`src/rtl/priority_req_capture.sv`:
```
// priority_req_capture
//   Request front end for the priority encoder: synchronises the raw request
//   pins, debounces each line, converts debounced rising edges into sticky
//   pending bits, clears a bit when the encoder acks its index, and flags
//   overruns for requests that arrive while their bit is already pending.
//   Optional feature macro: PRIO_REQ_MASK_EN (adds a per-bit output mask).
module priority_req_capture #(
   parameter int unsigned WIDTH       = 8,
   parameter int unsigned IDX_W       = 3,
   parameter int unsigned SYNC_STAGES = 2,
   parameter int unsigned DB_CYCLES   = 4
) (
   input  logic             clk,
   input  logic             rst,
   input  logic             ena,
   input  logic [WIDTH-1:0] req_raw,
   input  logic             ack_valid,
   input  logic [IDX_W-1:0] ack_idx,
`ifdef PRIO_REQ_MASK_EN
   input  logic             mask_wr,
   input  logic [WIDTH-1:0] mask_data,
`endif
   output logic [WIDTH-1:0] pending,
   output logic             pending_any,
   output logic [WIDTH-1:0] overrun
);

   logic [WIDTH-1:0] sync_q [SYNC_STAGES];
   logic [WIDTH-1:0] s;
   logic [WIDTH-1:0] db_q;
   logic [WIDTH-1:0] rise_q;
   logic [3:0]       cnt_q [WIDTH];
   logic [WIDTH-1:0] clr;
   logic [WIDTH-1:0] pend_int_q;
   logic [WIDTH-1:0] pend_nxt;
   logic [WIDTH-1:0] ovr_nxt;
   logic [WIDTH-1:0] mask_nxt;

   assign s = sync_q[SYNC_STAGES-1];

   // Synchroniser chain; runs regardless of ena
   always_ff @(posedge clk or posedge rst) begin
      if (rst) begin
         for (int unsigned k = 0; k < SYNC_STAGES; k++) sync_q[k] <= '0;
      end else begin
         sync_q[0] <= req_raw;
         for (int unsigned k = 1; k < SYNC_STAGES; k++) sync_q[k] <= sync_q[k-1];
      end
   end

   // Per-bit debounce; a registered rise pulse marks an accepted 0->1 change
   // so the pending update lands one edge after db changes
   always_ff @(posedge clk or posedge rst) begin
      if (rst) begin
         db_q   <= '0;
         rise_q <= '0;
         for (int unsigned i = 0; i < WIDTH; i++) cnt_q[i] <= '0;
      end else if (ena) begin
         for (int unsigned i = 0; i < WIDTH; i++) begin
            if (s[i] == db_q[i]) begin
               cnt_q[i]  <= '0;
               rise_q[i] <= 1'b0;
            end else if (cnt_q[i] < 4'(DB_CYCLES - 1)) begin
               cnt_q[i]  <= cnt_q[i] + 4'd1;
               rise_q[i] <= 1'b0;
            end else begin
               db_q[i]   <= s[i];
               cnt_q[i]  <= '0;
               rise_q[i] <= s[i];
            end
         end
      end else begin
         rise_q <= '0;
      end
   end

   // Decode the ack into a per-bit clear request
   always_comb begin
      clr = '0;
      for (int unsigned i = 0; i < WIDTH; i++)
         clr[i] = ack_valid && (ack_idx == IDX_W'(i));
   end

   // Next pending/overrun state; a rise coinciding with its own ack wins
   always_comb begin
      pend_nxt = pend_int_q;
      ovr_nxt  = overrun;
      for (int unsigned i = 0; i < WIDTH; i++) begin
         if (rise_q[i]) begin
            if (pend_int_q[i] && !clr[i]) ovr_nxt[i] = 1'b1;
            pend_nxt[i] = 1'b1;
         end else if (clr[i]) begin
            pend_nxt[i] = 1'b0;
            ovr_nxt[i]  = 1'b0;
         end
      end
   end

`ifdef PRIO_REQ_MASK_EN
   logic [WIDTH-1:0] mask_q;

   assign mask_nxt = mask_wr ? mask_data : mask_q;

   // Output mask register, all lines visible after reset
   always_ff @(posedge clk or posedge rst) begin
      if (rst) mask_q <= '1;
      else     mask_q <= mask_nxt;
   end
`else
   assign mask_nxt = '1;
`endif

   // Pending/overrun state and registered outputs; the mask is applied to the
   // next-state value so pending and pending_any stay aligned with the mask
   always_ff @(posedge clk or posedge rst) begin
      if (rst) begin
         pend_int_q  <= '0;
         pending     <= '0;
         pending_any <= 1'b0;
         overrun     <= '0;
      end else begin
         pend_int_q  <= pend_nxt;
         pending     <= pend_nxt & mask_nxt;
         pending_any <= |(pend_nxt & mask_nxt);
         overrun     <= ovr_nxt;
      end
   end

endmodule

```
`config.mk`:
```
export PLATFORM = sky130hd
export DESIGN_NAME = priority_req_capture
export DESIGN_NICKNAME = d
export VERILOG_FILES = /design/src/rtl/priority_req_capture.sv
export SDC_FILE = /design/constraint.sdc
export NUM_CORES = 1
export LEC_CHECK = 0
export BUFFER_PORTS_ARGS = -buffer_cell sky130_fd_sc_hd__clkbuf_2
export CAP_MARGIN = 20
export CORE_ASPECT_RATIO = 1.25
export CORE_MARGIN = 3
export CORE_UTILIZATION = 45
export CTS_BUF_LIST = sky130_fd_sc_hd__clkbuf_4 sky130_fd_sc_hd__clkbuf_8
export CTS_CLUSTER_DIAMETER = 150
export DETAILED_ROUTE_END_ITERATION = 8
export PLACE_DENSITY = 0.67
export SETUP_SLACK_MARGIN = 0.15
export SLEW_MARGIN = 20
export SYNTH_ARGS = -nofsm -noshare
export SYNTH_HDL_FRONTEND = slang
export SYNTH_SLANG_ARGS = --single-unit
```
`constraint.sdc`:
```
create_clock -name clk -period 3.2 [get_ports clk]
set_clock_uncertainty 0.1 [all_clocks]
set_input_delay 0.32 -clock clk [delete_from_list [all_inputs] [get_ports clk]]
set_output_delay 0.32 -clock clk [all_outputs]
set_load 0.05 [all_outputs]
```
### Yosys cells after proc, flatten, opt, wreduce, memory -nomap -nowiden

Cells that the tools add are included.

| operators by class | value |
|---|---|
| equality and inequality tests | 23 |
| add/sub/neg operators | 8 |
| multiplexer cells | 73 |
| reduce and logical (&&, ||, !) cells | 50 |
| bitwise gates (word level) | 16 |
| $lt $le $gt $ge | 8 |

Operators by type and width:

| operator | number |
|---|---|
| $mux W4 | 16 |
| $mux W1 | 56 |
| $add A4 B1 Y4 const B | 8 |
| $lt A4 B2 Y1 const B | 8 |
| $reduce_and A3 Y1 | 8 |
| $logic_and A1 B1 Y1 | 16 |
| $ne A2 B1 Y1 const B | 8 |
| $not A1 Y1 | 16 |
| $reduce_and A2 Y1 | 8 |
| $reduce_bool A2 Y1 | 8 |
| $eq A3 B3 Y1 const B | 4 |
| $eq A1 B1 Y1 | 8 |
| $logic_not A1 Y1 | 8 |
| $mux W8 | 1 |
| $reduce_or A8 Y1 | 1 |
| $eq A3 B2 Y1 const B | 2 |
| $eq A3 B1 Y1 const B | 1 |
| $logic_not A3 Y1 | 1 |

| word-level totals | value |
|---|---|
| input bits | 15 |
| output and inout bits | 17 |
| register bits | 81 |

### Depth between registers and ports, before layout

Gate-level depths: netlist (run 1).

| depth | value |
|---|---|
| word-level depth | 6 |
| mapped depth | 4 |
| mapped depth without buffers | 4 |

### Worst setup path before layout (run 1)

OpenSTA, ideal clock, no wires.

| timing | value |
|---|---|
| kind | input to register |
| from | in ack_idx[2] |
| to | reg pending_any |
| path buffers | 0 |
| setup slack | 1.670 ns |
| setup time | 0.127 ns |
| data required time | 2.973 ns |
| data arrival time | 1.303 ns |
| stages on the path | 4 |
| path through | or4b_1 -> a21o_1 -> nor4_2 -> nand2_1 |

| between the ends | value |
|---|---|
| word-level cells in the longest chain between the ends | 5 |
| elaborated cells between the ends (all ways) | 33 |
| those cells by class | 7 x eq/ne; 16 x mux; 10 x reduce/logical |

RTL lines:

| what | line | text |
|---|---|---|
| start: declaration | 18 | `input logic [IDX_W-1:0] ack_idx,` |
| $logic_not A3 Y1 | 81 | `clr[i] = ack_valid && (ack_idx == IDX_W'(i));` |
| $logic_and A1 B1 Y1 | 81 |  |
| $mux W1 | 92 | `end else if (clr[i]) begin` |
| $mux W1 | 89 | `if (rise_q[i]) begin` |
| net pend_nxt[0] | 35 | `logic [WIDTH-1:0] pend_nxt;` |
| $reduce_or A8 Y1 | 124 | `pending_any <= \|(pend_nxt & mask_nxt);` |
| end signal: assignment | 124 |  |
| end: declaration | 24 | `output logic pending_any,` |

The timed path passes the listed nets, and every way through them passes these cells.
A chain may end at the register's enable or synchronous reset.

### Worst setup path after layout (run 1)

| timing | value |
|---|---|
| from | reg cnt_q[8] in the netlist's numbering |
| to | reg db_q[5] |

| between the ends | value |
|---|---|
| word-level cells in the longest chain between the ends | 3 |

RTL lines:

| what | line | text |
|---|---|---|
| start: declaration | 32 | `logic [3:0] cnt_q [WIDTH];` |
| start signal: indexed assignment | 64 | `cnt_q[i] <= cnt_q[i] + 4'd1;` |
| $lt A4 B2 Y1 | 63 | `end else if (cnt_q[i] < 4'(DB_CYCLES - 1)) begin` |
| $not A1 Y1 (no source line) | - |  |
| $reduce_and A3 Y1 (no source line) | - |  |
| end signal: indexed assignment | 67 | `db_q[i] <= s[i];` |
| end: declaration | 30 | `logic [WIDTH-1:0] db_q;` |

Every way passes these cells.

==> run metrics, run 1 <==
total track usage 13.5%; critical path endpoint db_q[5]$_DFFE_PP0P_; Buf/Inv on CP 0; Yosys cell types 25; sw frac 34.2%; fin worst setup slack 1.65 ns; Critical R2R Launch cnt_q[8]$_DFFE_PP0P_; CTS Buf Count 9; chip height 98.5 um; Synthesized Nets 249; via/cell ratio 4.96; Avg WL per Cell 12.5 um; crit path kind reg -> reg; CP startpoint cnt_q[8]$_DFFE_PP0P_; P&R area growth vs syn 17.5%; fillcell total 562; Lkg Pwr ~0.0019 uW; share of cells above drive strength 1 between 20% and 30%; register bit total from synthesis 81; max_cap viols 0; Seq pwr share about half; Final Hold Viols 0; CP Data Arrival Time 1.67 ns; min-delay worst type reg -> reg; Nets roughly 300; setup TNS 0 ns; gp weighted congestion 0.666; Cells on Worst Hold Path 0; fin crit period 1.55 ns; clock share of power approximately 23%; CP Depth 4; die width 80 um; RSZ-0062 raised after global routing false; Synth area leaders dfrtp_1 (66%), a21o_1 (3.9%), ha_1 (3.2%); crit start category flop; Worst R2R Setup Slack 1.65 ns; CP max stage delay 0.40 ns; initial antenna violation count 0; GR Overflow Total 0; initial drt markers 72; Vias approximately 1800; IO Count 32; power share of the combinational group about 29%; FF-to-FF End db_q[5]$_DFFE_PP0P_; area of the multi-input gates approximately 1000 sq um; post-route antenna net violation count 0; Core Region 0.00661 sq mm; CTS tree built; status completed; reg2reg path depth 4; Gate Count Post-Synth 226; clk sinks 81; number of global-route vias before repair 1893; first-pass GRT wire length 8.18 mm; # H-tree levels 3; dpl ws 1.47 ns; largest net degree at the start of global routing 82; crit-path cells ha_1 -> nor3_1 -> nand2b_1 -> mux2_2; DP Wirelength 3.04 mm; Psw 994 uW; setup violators final 0; residual DRC count 0; Worst-Skew Late Latency between 0.3 and 0.4 ns; crit end category flop; Site Rows 33; post-detailed-routing wire length 4.55 mm; fmax 647 MHz; Slew @ Worst Pin just under 0.8 ns; Port-buffer cells 31; largest fanout on the critical path 2; VDD IR-drop max 0.000302 V; worst path required time 3.32 ns; Pwr Density 803 mW/mm^2; Post-CTS Setup Inserts 0; Top Family by Delay on Critical Path flip-flops; Tcrit/Tclk final 48.3%; Avg Synthesized Cell Area between 10 and 15 sq um; Antenna Cells 0; synthesized area between 0.003 and 0.004 sq mm; sequential element share of the synthesized area 65.8%; Warnings, synthesis 0; die area approximately 0.008 sq mm; Clock Tree Buf Depth 2; slowest CP cell dfrtp_1; Reg area slightly above 0.002 sq mm; Initial Util 46.6%; Slew HR 48.6%; share of the synthesized area in the top cell type between 60 and 70%; fin. max-slew vios 0; clk root buf clkbuf_8; Internal 1910 uW; Worst-path clk slew 0.08 ns; 1st-pass router iterations 4; Synth area leader dfrtp_1
-- kinds of logic (layout without fill, tap and decap cells) --
logic type / count (synthesis) / in the layout / share of synthesized area (%)
multiplexers: 16 / 16 / 5.52
buffers and inverters: 22 / 74 / 2.68
flip-flops: 81 / 81 / 65.8
adder cells (fa/ha/maj): 8 / 8 / 3.25
XOR/XNOR: 8 / 8 / 2.27
AND/OR/NAND/NOR: 59 / 59 / 12.6
AO/OA/AOI/OAI: 32 / 32 / 7.84
-- metrics by stage --
| stage | total power (uW) | hold WS, ns | instances | area [sq um] | utilization [%] |
|---|---|---|---|---|---|
| 2_1_floorplan | 2070 | 0.231 | 226 | 3080 | - |
| 6_report | 2900 | 0.244 | 365 | 3620 | 54.8 |
| 4_1_cts | 2960 | 0.249 | 365 | 3620 | 54.8 |
| 3_3_place_gp | 2230 | 0.234 | 341 | 3350 | 50.8 |
| 5_1_grt | 3110 | 0.254 | 365 | 3620 | 54.8 |
| 3_5_place_dp | 2280 | 0.235 | 341 | 3350 | 50.8 |
-- power groups by stage --
stage               Sequential (uW)  Clock [uW]  Combinational, uW
finish                         1410         654                835
global route                   1450         718                939
detailed placement             1440           0                837
floorplan                      1630           0                437
global placement               1420           0                808
CTS                            1420         685                853
-- worst min path at each step --
stage	from	end	slack (ns)
finish	sync_q[9]$_DFF_PP0_	s[1]$_DFF_PP0_	0.24
global placement	sync_q[15]$_DFF_PP0_	s[7]$_DFF_PP0_	0.23
floorplan	sync_q[8]$_DFF_PP0_	s[0]$_DFF_PP0_	0.23
CTS	sync_q[9]$_DFF_PP0_	s[1]$_DFF_PP0_	0.25
detailed placement	sync_q[9]$_DFF_PP0_	s[1]$_DFF_PP0_	0.23
global route	sync_q[12]$_DFF_PP0_	s[4]$_DFF_PP0_	0.25
-- cells in the mapped netlist, drive strengths merged --
library cell  instances
buf                   2
a22o                  8
nor3b                 8
or4bb                 1
nand4                 1
nand3                 8
ha                    8
nand2                 1
or4b                  1
nor2b                16
nor4                  2
a21o                 16
nand4b                3
inv                  17
xor2                  8
dfrtp                81
mux2i                 8
nand2b                8
clkbuf                3
o22ai                 8
nand4bb               2
mux2                  8
nor3                  8
-- state kept, by name (all words and copies together) (netlist names) --
| name | flops |
|---|---|
| cnt_q | 32 |
| db_q | 8 |
| overrun | 8 |
| pend_int_q | 8 |
| pending_any | 1 |
| rise_q | 8 |
| s | 8 |
| sync_q | 8 |
-- routing by layer --
layer | vias to the layer above | GRT usage [%] | routed length, um
li1 | 882 | - | -
met1 | 891 | 16.2 | 2010
met2 | 29 | 21.8 | 2260
met3 | 8 | 3.66 | 171
met4 | 0 | 7.41 | 110
met5 | - | 0 | 0
-- what timing repair did --
action,in CTS,in global routing
hold buffers,9,0
endpoints found under the hold margin,89,0
gates resized for setup,0,0
-- cell type report --
| type | instances | area share (%) |
|---|---|---|
| Inverter | 17 | 1.80 |
| Timing Repair Buffer | 42 | 7.54 |
| Clock inverter | 2 | 0.380 |
| Tap cell | 87 | 3.01 |
| Sequential cell | 81 | 56.0 |
| Clock buffer | 13 | 4.43 |
| Multi-Input combinational cell | 123 | 26.8 |
-- worst reg2reg max path, cell delays in order (launching register included) --
cell and delay (ns):
dfrtp_1 0.40, ha_1 0.20, nor3_1 0.22, nand2b_1 0.16
mux2_2 0.35
-- layout by cell type (no fill, tap or decap), types with 2 or more instances in the layout --
master | Yosys | routed
clkbuf_4 | 0 | 3
dlygate4sd3_1 | 0 | 9
nor3_1 | 8 | 8
nor3b_1 | 8 | 8
mux2i_1 | 8 | 8
xor2_1 | 8 | 8
nor2b_1 | 16 | 16
nand4bb_1 | 2 | 2
nand4b_1 | 3 | 3
mux2_2 | 8 | 8
nand2b_1 | 8 | 8
clkinv_2 | 0 | 2
nand3_1 | 8 | 8
clkbuf_2 | 0 | 31
a21o_1 | 16 | 16
o22ai_1 | 8 | 8
ha_1 | 8 | 8
inv_1 | 17 | 16
clkbuf_8 | 0 | 10
dfrtp_1 | 81 | 81
a22o_1 | 7 | 7
(Power assumes the default switching activity.)
==> run 2, diff against run 1 <==
Settings changed: PLACE_DENSITY 0.67 to 0.69.
Clock period 3.2 ns to 1.25 ns, I/O delays scaled along.
==> run metrics, run 2 (synthesis results as in run 1) <==
1st-pass router iterations 4 (unchanged); Largest Register cnt_q; die area 0.00788 sq mm (unchanged); area post-placement 0.00364 sq mm (+8.7%); status complete, but fails checks; Antenna Cells 0 (unchanged); Top Family by Delay on Critical Path flip-flops; slowest CP cell dfrtp_1; Slew @ Worst Pin 0.355 ns (-0.416 ns); commonest non-fill, non-tap cell in the layout dfrtp_1; Util after Layout 71.2% (+16 points); Nets 343 (+15%); CP Data Arrival Time 1.56 ns (-0.11 ns); crit path kind reg -> reg; Vias 2095 (+16%); post-route antenna net violation count 0 (unchanged); Tcrit/Tclk final 114% (+66 points); P&R area growth vs syn 52.8%; min-delay worst type in -> reg; Core Region 0.00661 sq mm (unchanged); Port-buffer cells 31 (unchanged); largest fanout on the critical path 2 (unchanged); Site Rows 33 (unchanged); Lkg Pwr 0.00236 uW (+25%); Worst-Skew Late Latency 0.34 ns (about the same); share of cells above drive strength 1 49.7% (+28 points); Final Instance Area 0.00471 sq mm (+30%); CP Depth 4 (unchanged); Cells on Worst Hold Path 3 (+3); Initial Util 46.6% (unchanged); VDD IR-drop max 0.000890 V (+200%); CTS Buf Count 9 (unchanged); crit-path cells ha_2 -> nor3_4 -> nand2b_4 -> mux2_4; setup TNS -1.68 ns (-1.68 ns); post-detailed-routing wire length 6.69 mm (+47%); crit start category flop; number of global-route vias before repair 2245 (+19%); DP Wirelength 3.33 mm (+9.4%); Pwr Density 2000 mW/mm^2 (+150%); violated checks negative setup slack; Worst-path clk slew 0.08 ns (about the same); fin crit period 1.42 ns (-0.122 ns); clk root buf clkbuf_8; Avg WL per Cell 16.3 um (+30%); die width 80 um (unchanged); reg2reg path depth 4 (unchanged); fin worst setup slack -0.173 ns (-1.83 ns); setup violators final 14 (+14); total track usage 17.8% (+4.3 points); max_cap viols 0 (unchanged); chip height 98.5 um (unchanged); Final Hold Viols 0 (unchanged); CP max stage delay 0.39 ns (about the same); # H-tree levels 3 (unchanged); fin. max-slew vios 0 (unchanged); Buf/Inv on CP 0 (unchanged); GR Overflow Total 0 (unchanged); residual DRC count 0 (unchanged); crit end category flop; first-pass GRT wire length 10.8 mm (+33%); clk sinks 81 (unchanged); Slew HR 76.3% (+28 points); RSZ-0062 raised after global routing true; via/cell ratio 5.10 (+2.8%); CTS tree built; Clock Tree Buf Depth 2 (unchanged); max FFs per register 32 (unchanged); highest-count cells in the layout ignoring fill and taps dfrtp_1 (65), buf_4 (30); initial antenna violation count 0 (unchanged); worst path required time 1.38 ns (-1.94 ns); gp weighted congestion 0.691 (+3.8%); initial drt markers 134 (+86%); fmax 703 MHz (+8.5%); Power Total 9400 uW (+220%); largest net degree at the start of global routing 45 (-45%); IO Count 32 (unchanged)
run 2: layer usage:
metal,track usage (%),vias to the layer above,part of all wire [%]
met5,0,-,0
met4,6.63,0,2.0
met3,4.75,13,3.4
met2,29.5,47,52
met1,22.3,1055,43
li1,-,980,-
run 2: path summary, 6_finish.rpt:
check / slack (ns) / endpoint / startpoint
max in group asynchronous: 0.30 / cnt_q[3]$_DFFE_PP0P_ / rst
worst min-delay path: 0.07 / cnt_q[31]$_DFFE_PP0P_ / ena
worst min register to register: 0.25 / s[5]$_DFF_PP0_ / sync_q[13]$_DFF_PP0_
worst max-delay path: -0.17 / db_q[3]$_DFFE_PP0P_ / cnt_q[16]$_DFFE_PP0P_
worst max register to register: -0.17 / db_q[3]$_DFFE_PP0P_ / cnt_q[16]$_DFFE_PP0P_
min in group asynchronous: 0.21 / cnt_q[28]$_DFFE_PP0P_ / rst
run 2: through the flow:
step	std cells	setup slack [ns]	hold slack (ns)
after floorplan	226	-0.116	0.0564
after global placement	362	-0.186	0.00731
after detailed placement	362	-0.194	0.00689
after CTS	402	-0.149	0.0317
after global routing	411	-0.216	0.0695
final	411	-0.173	0.0749
run 2: cell type report:
class	instances	area, sq um
Clock buffer	10	138
Clock inverter	5	56.3
Fill cell	401	1900
Inverter	17	67.6
Multi-Input combinational cell	123	1250
Sequential cell	81	2050
Tap cell	87	109
Timing Repair Buffer	88	1040
run 2: worst reg2reg max path, delay by kind of cell, from the launching register on:
family	cells	cell delay [ns]
and+or+nand+nor	2	0.31
adders and majority gates	1	0.21
muxes	1	0.30
DFF	1	0.39
run 2: where the power goes:
part	leakage (uW)	switching (uW)	internal [uW]	total, uW
Sequential	0.00103	537	3230	3770
Combinational	0.00123	1650	2100	3760
Clock	0.0000981	906	963	1870
Total	0.00236	3100	6300	9400
run 2: what timing repair did:
action,in CTS,in global routing
endpoints found under the setup margin,50,58
resized for setup,71,33
hold endpoints to repair,89,0
setup buffers,16,9
pin swaps,19,12
hold buffers,9,0
==> run 3, diff against run 2 <==
Settings changed: CORE_ASPECT_RATIO 1.25 to 1.1.
==> run metrics, run 3 (synthesis results as in run 1) <==
initial drt markers 115 (-14%); VDD IR-drop max 0.00124 V (+39%); min-delay worst type in -> reg; setup violators final 20 (+6); Lkg Pwr 0.00241 uW (+2.1%); commonest non-fill, non-tap cell in the layout dfrtp_1; Slew HR 71.5% (-4.8 points); Worst-path clk slew 0.08 ns (about the same); Initial Util 46.4% (-0.18 points); Core Region 0.00663 sq mm (+0.40%); Port-buffer cells 31 (unchanged); clk sinks 81 (unchanged); area of the multi-input gates 0.00122 sq mm (-2.1%); fmax 718 MHz (+2.3%); GR Overflow Total 0 (unchanged); die width 84.9 um (+6.1%); Slew @ Worst Pin 0.427 ns (+0.0720 ns); fin crit period 1.39 ns (-0.0315 ns); residual DRC count 0 (unchanged); CTS Buf Count 9 (unchanged); largest fanout on the critical path 2 (unchanged); Reg area 0.00205 sq mm (unchanged); DP Wirelength 3.43 mm (+3.1%); RSZ-0062 raised after global routing true; via/cell ratio 5.10 (about the same); worst path required time 1.38 ns (about the same); crit-path cells ha_2 -> nor3_2 -> nand2b_1 -> mux2_2; critical path endpoint db_q[2]$_DFFE_PP0P_; die area 0.00788 sq mm (about the same); gp weighted congestion 0.735 (+6.3%); setup TNS -1.39 ns (+0.286 ns); largest net degree at the start of global routing 82 (+82%); Worst-Skew Late Latency 0.35 ns (about the same); 1st-pass router iterations 4 (unchanged); crit end category flop; violated checks negative setup slack; Largest Register cnt_q; Site Rows 31 (-6.1%); Clock Tree Buf Depth 2 (unchanged); fin. max-slew vios 0 (unchanged); reg2reg path depth 4 (unchanged); CP Depth 4 (unchanged); fin worst setup slack -0.142 ns (+0.0315 ns); Pwr Density 2040 mW/mm^2 (+1.9%); max FFs per register 32 (unchanged); initial antenna violation count 0 (unchanged); Critical R2R Launch cnt_q[20]$_DFFE_PP0P_; P&R area growth vs syn 55.3%; CP Data Arrival Time 1.53 ns (-0.03 ns); Tcrit/Tclk final 111% (-2.5 points); Nets 352 (+2.6%); # H-tree levels 3 (unchanged); status complete, but fails checks; max_cap viols 0 (unchanged); IO Count 32 (unchanged); Buf/Inv on CP 0 (unchanged); crit path kind reg -> reg; hold slack 0.0450 ns (-0.0299 ns); FF-to-FF End db_q[2]$_DFFE_PP0P_; Vias 2120 (+1.2%); post-route antenna net violation count 0 (unchanged); share of cells above drive strength 1 50.0% (+0.31 points); dpl ws -0.275 ns (-0.0813 ns); crit start category flop; slowest CP cell dfrtp_1; Worst R2R Setup Slack -0.14 ns (+0.03 ns); post-detailed-routing wire length 6.10 mm (-8.8%); first-pass GRT wire length 10.0 mm (-7.5%); total track usage 16.5% (-1.3 points); Avg WL per Cell 14.7 um (-9.9%); fillcell total 411 (+2.5%); Final Hold Viols 0 (unchanged); chip height 92.8 um (-5.8%); Antenna Cells 0 (unchanged); highest-count cells in the layout ignoring fill and taps dfrtp_1 (65), buf_4 (34), buf_6 (22); CP max stage delay 0.39 ns (about the same); Top Family by Delay on Critical Path flip-flops; Hold Path Origin ack_idx[0]; CTS tree built; clk root buf clkbuf_8; number of global-route vias before repair 2145 (-4.5%); CP startpoint cnt_q[20]$_DFFE_PP0P_
## run 3: final cells by class
type | instances | area share [%]
Tap cell | 82 | 2.14
Inverter | 17 | 1.41
Timing Repair Buffer | 97 | 23.3
Clock inverter | 4 | 1.60
Sequential cell | 81 | 42.8
Multi-Input combinational cell | 123 | 25.6
Clock buffer | 12 | 3.19
## run 3: routing by layer
metal	track usage (%)	routed length, um
met2	26.3	3160
met4	8.97	174
met1	21.1	2600
met5	0	0
met3	3.29	160
## run 3: through the flow
step                      utilization (%)  total power [uW]  instance area [sq um]  instances
after global routing                 72.1             10300                   4780        416
after CTS                            69.2              9510                   4590        408
after global placement               55.6              6140                   3690        365
after detailed placement             55.6              6300                   3690        365
after floorplan                         -              5430                   3190        226
final                                72.1              9740                   4780        416
## run 3: power breakdown
group,internal (uW),leakage (uW),switching [uW]
clock,1230,0.000114,920
combinational,2220,0.00126,1640
sequential,3230,0.00103,492
## run 3: how the worst min path moves through the flow
| stage | end | slack [ns] | cells past startpoint |
|---|---|---|---|
| after floorplan | sync_q[10]$_DFF_PP0_ | 0.06 | 0 |
| after global placement | sync_q[13]$_DFF_PP0_ | 0.13 | 1 |
| after detailed placement | sync_q[14]$_DFF_PP0_ | 0.13 | 1 |
| after CTS | cnt_q[31]$_DFFE_PP0P_ | 0.07 | 3 |
| after global routing | overrun[0]$_DFFE_PP0P_ | 0.05 | 3 |
| final | overrun[0]$_DFFE_PP0P_ | 0.05 | 3 |
## run 3: worst register-to-register path: cells and delay by family (launching register included)
family                   cells  cell delay (ns)
AND/OR/NAND/NOR              2             0.27
adder cells (fa/ha/maj)      1             0.19
flip-flops                   1             0.39
multiplexers                 1             0.33
## run 3: repair_timing
action | CTS | global route
pin swaps | 22 | 14
hold buffers | 9 | 0
hold endpoints to repair | 89 | 0
setup endpoints to repair | 51 | 58
setup buffers | 18 | 8
gates resized for setup | 78 | 30
